$ cat src/rtl/elastic_pipe.sv
// Elastic pipeline register: DEPTH valid/data stages with ready back-propagation,
// bubble collapsing, synchronous flush and a registered occupancy count.
module elastic_pipe #(
  parameter int WIDTH = 64,
  parameter int DEPTH = 2,
  parameter int CW    = $clog2(DEPTH + 1)
) (
  input  logic             clk,
  input  logic             reset,
  input  logic             flush,
  // Handshake: a beat moves on a rising edge only when valid and ready are both
  // high in that cycle; valid never waits on ready, and a stalled output holds
  // its payload until it is taken.
  input  logic             in_valid,
  output logic             in_ready,
  input  logic [WIDTH-1:0] in_data,
  output logic             out_valid,
  input  logic             out_ready,
  output logic [WIDTH-1:0] out_data,
  output logic [CW-1:0]    count
);

  logic [DEPTH-1:0] v;
  logic [WIDTH-1:0] d [DEPTH];
  logic [DEPTH-1:0] adv;
  logic [DEPTH-1:0] src_v;
  logic [WIDTH-1:0] src_d [DEPTH];
  logic             ready_chain;
  logic             in_xfer;
  logic             out_xfer;

  // A stage advances when it is empty or when everything downstream advances.
  always_comb begin
    ready_chain = out_ready;
    adv         = '0;
    for (int k = DEPTH - 1; k >= 0; k--) begin
      ready_chain = !v[k] | ready_chain;
      adv[k]      = ready_chain;
    end
  end

  always_comb begin
    src_v[0] = in_valid & !flush;
    src_d[0] = in_data;
    for (int k = 1; k < DEPTH; k++) begin
      src_v[k] = v[k-1];
      src_d[k] = d[k-1];
    end
  end

  assign in_ready  = adv[0] & !flush;
  assign out_valid = v[DEPTH-1];
  assign out_data  = d[DEPTH-1];
  assign in_xfer   = in_valid & in_ready;
  assign out_xfer  = out_valid & out_ready;

  // Data only loads when a real beat arrives, so an emptied output keeps
  // showing the last delivered payload.
  always_ff @(posedge clk) begin
    if (reset) begin
      v     <= '0;
      count <= '0;
      for (int k = 0; k < DEPTH; k++) begin
        d[k] <= '0;
      end
    end else begin
      for (int k = 0; k < DEPTH; k++) begin
        if (adv[k]) begin
          v[k] <= src_v[k];
          if (src_v[k]) begin
            d[k] <= src_d[k];
          end
        end
      end
      if (flush) begin
        v     <= '0;
        count <= '0;
      end else begin
        count <= count + CW'(in_xfer) - CW'(out_xfer);
      end
    end
  end

endmodule

$ cat config.mk
export PLATFORM = sky130hd
export DESIGN_NAME = elastic_pipe
export DESIGN_NICKNAME = d
export VERILOG_FILES = /design/src/rtl/elastic_pipe.sv
export SDC_FILE = /design/constraint.sdc
export NUM_CORES = 1
export LEC_CHECK = 0
export ABC_AREA = 1
export BUFFER_PORTS_ARGS = -buffer_cell sky130_fd_sc_hd__buf_2
export CAP_MARGIN = 15
export CORE_UTILIZATION = 59
export DETAILED_ROUTE_END_ITERATION = 8
export PLACE_DENSITY_LB_ADDON = 0.1
export SYNTH_ARGS = -nofsm -noshare
export SYNTH_HDL_FRONTEND = slang
export SYNTH_SLANG_ARGS = --single-unit
$ cat constraint.sdc
create_clock -name clk -period 5.6 [get_ports clk]
set_input_delay 0.56 -clock clk [delete_from_list [all_inputs] [get_ports clk]]
set_output_delay 0.56 -clock clk [all_outputs]
set_load 0.01 [all_outputs]
==> results.toml <==
[clocking]
cts_htree_levels = 4
cts_tree = "built"
cts.path.max_buffers = 2
post_cts_resized = 0
hold_buffers = 0
root_buffer = "clkbuf_8"
clk_pin_slew_worst_paths_ns = 0.06
postCtsSetupBuffers = 0
cts.sinks = 132
numCtsBuffers = 17
clkLatencyLatePin_ns = 0.50

[cells_and_area]
layout_common_cells = "inv_1, buf_2, edfxtp_1"
nNetsFinal = 655
final_common_cell = "inv_1"
fin_util = 0.684
area_growth_pct = 10.7
diodes = 0
layout-drive-gt1-share = 0.491
nFillCells = 804

[timing]
maxSlewHeadroom = 0.228
setup_tns_ns = 0
max_freq_ghz = 0.449
tightest_slew_ns = 1.16
rsz0062_at_grt = "no"
setup_violations = 0
period_needed_ns = 2.23
period_share = 0.398
finalMaxSlewViolations = 0
skew_ns = 0.00448
hold_viol = 0

[floorplanning]
die_h_um = 107
ios = 137
row_count = 37
die_area_um2 = 11400
start_util = 0.618
die_x_um = 107
core_area_um2 = 10500

[drt]
routed_wl_mm = 9.84
avgViaCountPerCell = 4.68
via_count = 3431
ant_nets = 0
drt_iter0_drc = 149
drc_errors = 0
drt-pass1-iter-count = 5
wl_per_cell_um = 13.4

[worst_setup_path]
start_kind = "register"
arrival_ns = 2.43
critPathCaptureType = "register"
worstRegToRegCells = 4
crit_type = "register to register"
rr_startpoint = "v[1]"
cp_max_fo = 52
critical_path.startpoint = "v[1]"
cp.required_ns = 5.80

[grt]
track_usage = 0.186
first_global_vias = 3390
grt_pass1_wl_mm = 16.1
antenna_found_initial = 0
overflow = 0
grt_max_degree = 76

[place]
io_buffers = 136
dp_hpwl_mm = 5.96
gp_congestion = 0.803

[outcome]
status = "completed"

[yosys]
yosysSeqAreaShare = 0.607
synth.distinct_cells = 17
synthesis.area_um2 = 6460
netlist_instances = 514
syn-mean-instance-area_um2 = 12.6
synth_top_area_frac = 0.595
synth-seq-cells = 132
yosys.area.top_type = "edfxtp_1"
synth_area_leaders = "edfxtp_1, a21oi_2, inv_1"
yosysWarnings = 0
syn_nets = 585

[run]
cap_violations = 0

[power]
power_density_nw_per_um2 = 343
ir_worst_vdd_v = 0.000166
leakage_nw = 3.11

[worst_hold_path]
min_from = "in_valid"
hp-class = "primary input to register"
hold_depth = 3
[flip-flops by register name, indices dropped and copies added, names as in the netlist]
register,flops
count,2
d,128
v,2
[cell usage after synthesis]
cell / number
inv_1: 138
edfxtp_1: 128
a21oi_2: 111
buf_4: 65
a21oi_1: 20
buf_6: 15
buf_8: 11
nand2_1: 10
dfxtp_1: 4
nand3_2: 3
ha_1: 2
inv_2: 2
buf_2: 1
nand2_2: 1
nand3_1: 1
nor2_1: 1
nor2_2: 1
[routing by layer]
layer | routed length, um | GRT usage
met5 | 0 | 0
met4 | 128 | 0.0685
met3 | 461 | 0.0498
met2 | 4810 | 0.291
met1 | 4440 | 0.251
[where the power goes]
group	switching (mW)	leakage [nW]	internal (mW)	total [mW]
clock	0.416	0.280	0.681	1.10
combinational	0.116	1.45	0.0653	0.181
sequential	0.0174	1.38	1.15	1.17
total	0.550	3.11	1.90	2.45
[stage by stage]
stage                     area (um^2)  setup slack, ns  power, mW  cells  hold slack, ns
after floorplan                  6460             2.77       1.35    514           0.467
after global placement           6560             3.13       1.37    701           0.502
after detailed placement         6560             3.10       1.38    701           0.506
after CTS                        7150             3.36       2.47    733           0.319
after global routing             7150             3.25       2.53    733           0.345
final                            7150             3.37       2.45    733           0.345
[kinds of logic after synthesis]
family | Yosys count | share of synthesized area
AOI/OAI and AO/OA | 131 | 0.166
adders and majority gates | 2 | 0.00387
buffers and inverters | 232 | 0.209
DFF | 132 | 0.607
and+or+nand+nor | 17 | 0.0137
[path summary, 6_finish.rpt]
path	slack, ns	endpoint
setup / recovery	3.37	d[0][113]
hold / removal	0.35	v[0]
setup reg to reg	3.37	d[0][113]
hold reg to reg	0.52	v[1]
[final cells by class]
class | instances | area (um^2) | share of cell area
Clock buffer | 17 | 414 | 0.0579
Clock inverter | 15 | 181 | 0.0254
Inverter | 140 | 526 | 0.0735
Multi-Input combinational cell | 150 | 1210 | 0.169
Sequential cell | 132 | 3920 | 0.548
Tap cell | 136 | 170 | 0.0238
Timing Repair Buffer | 143 | 733 | 0.102
[worst max-delay path, stage by stage (launching register included)]
cell and delay [ns]:
dfxtp_1 0.39, nand2_2 0.10, nand3_4 0.46, buf_4 0.73, a21oi_1 0.20
No activity file was read; power rests on OpenSTA's default activity.
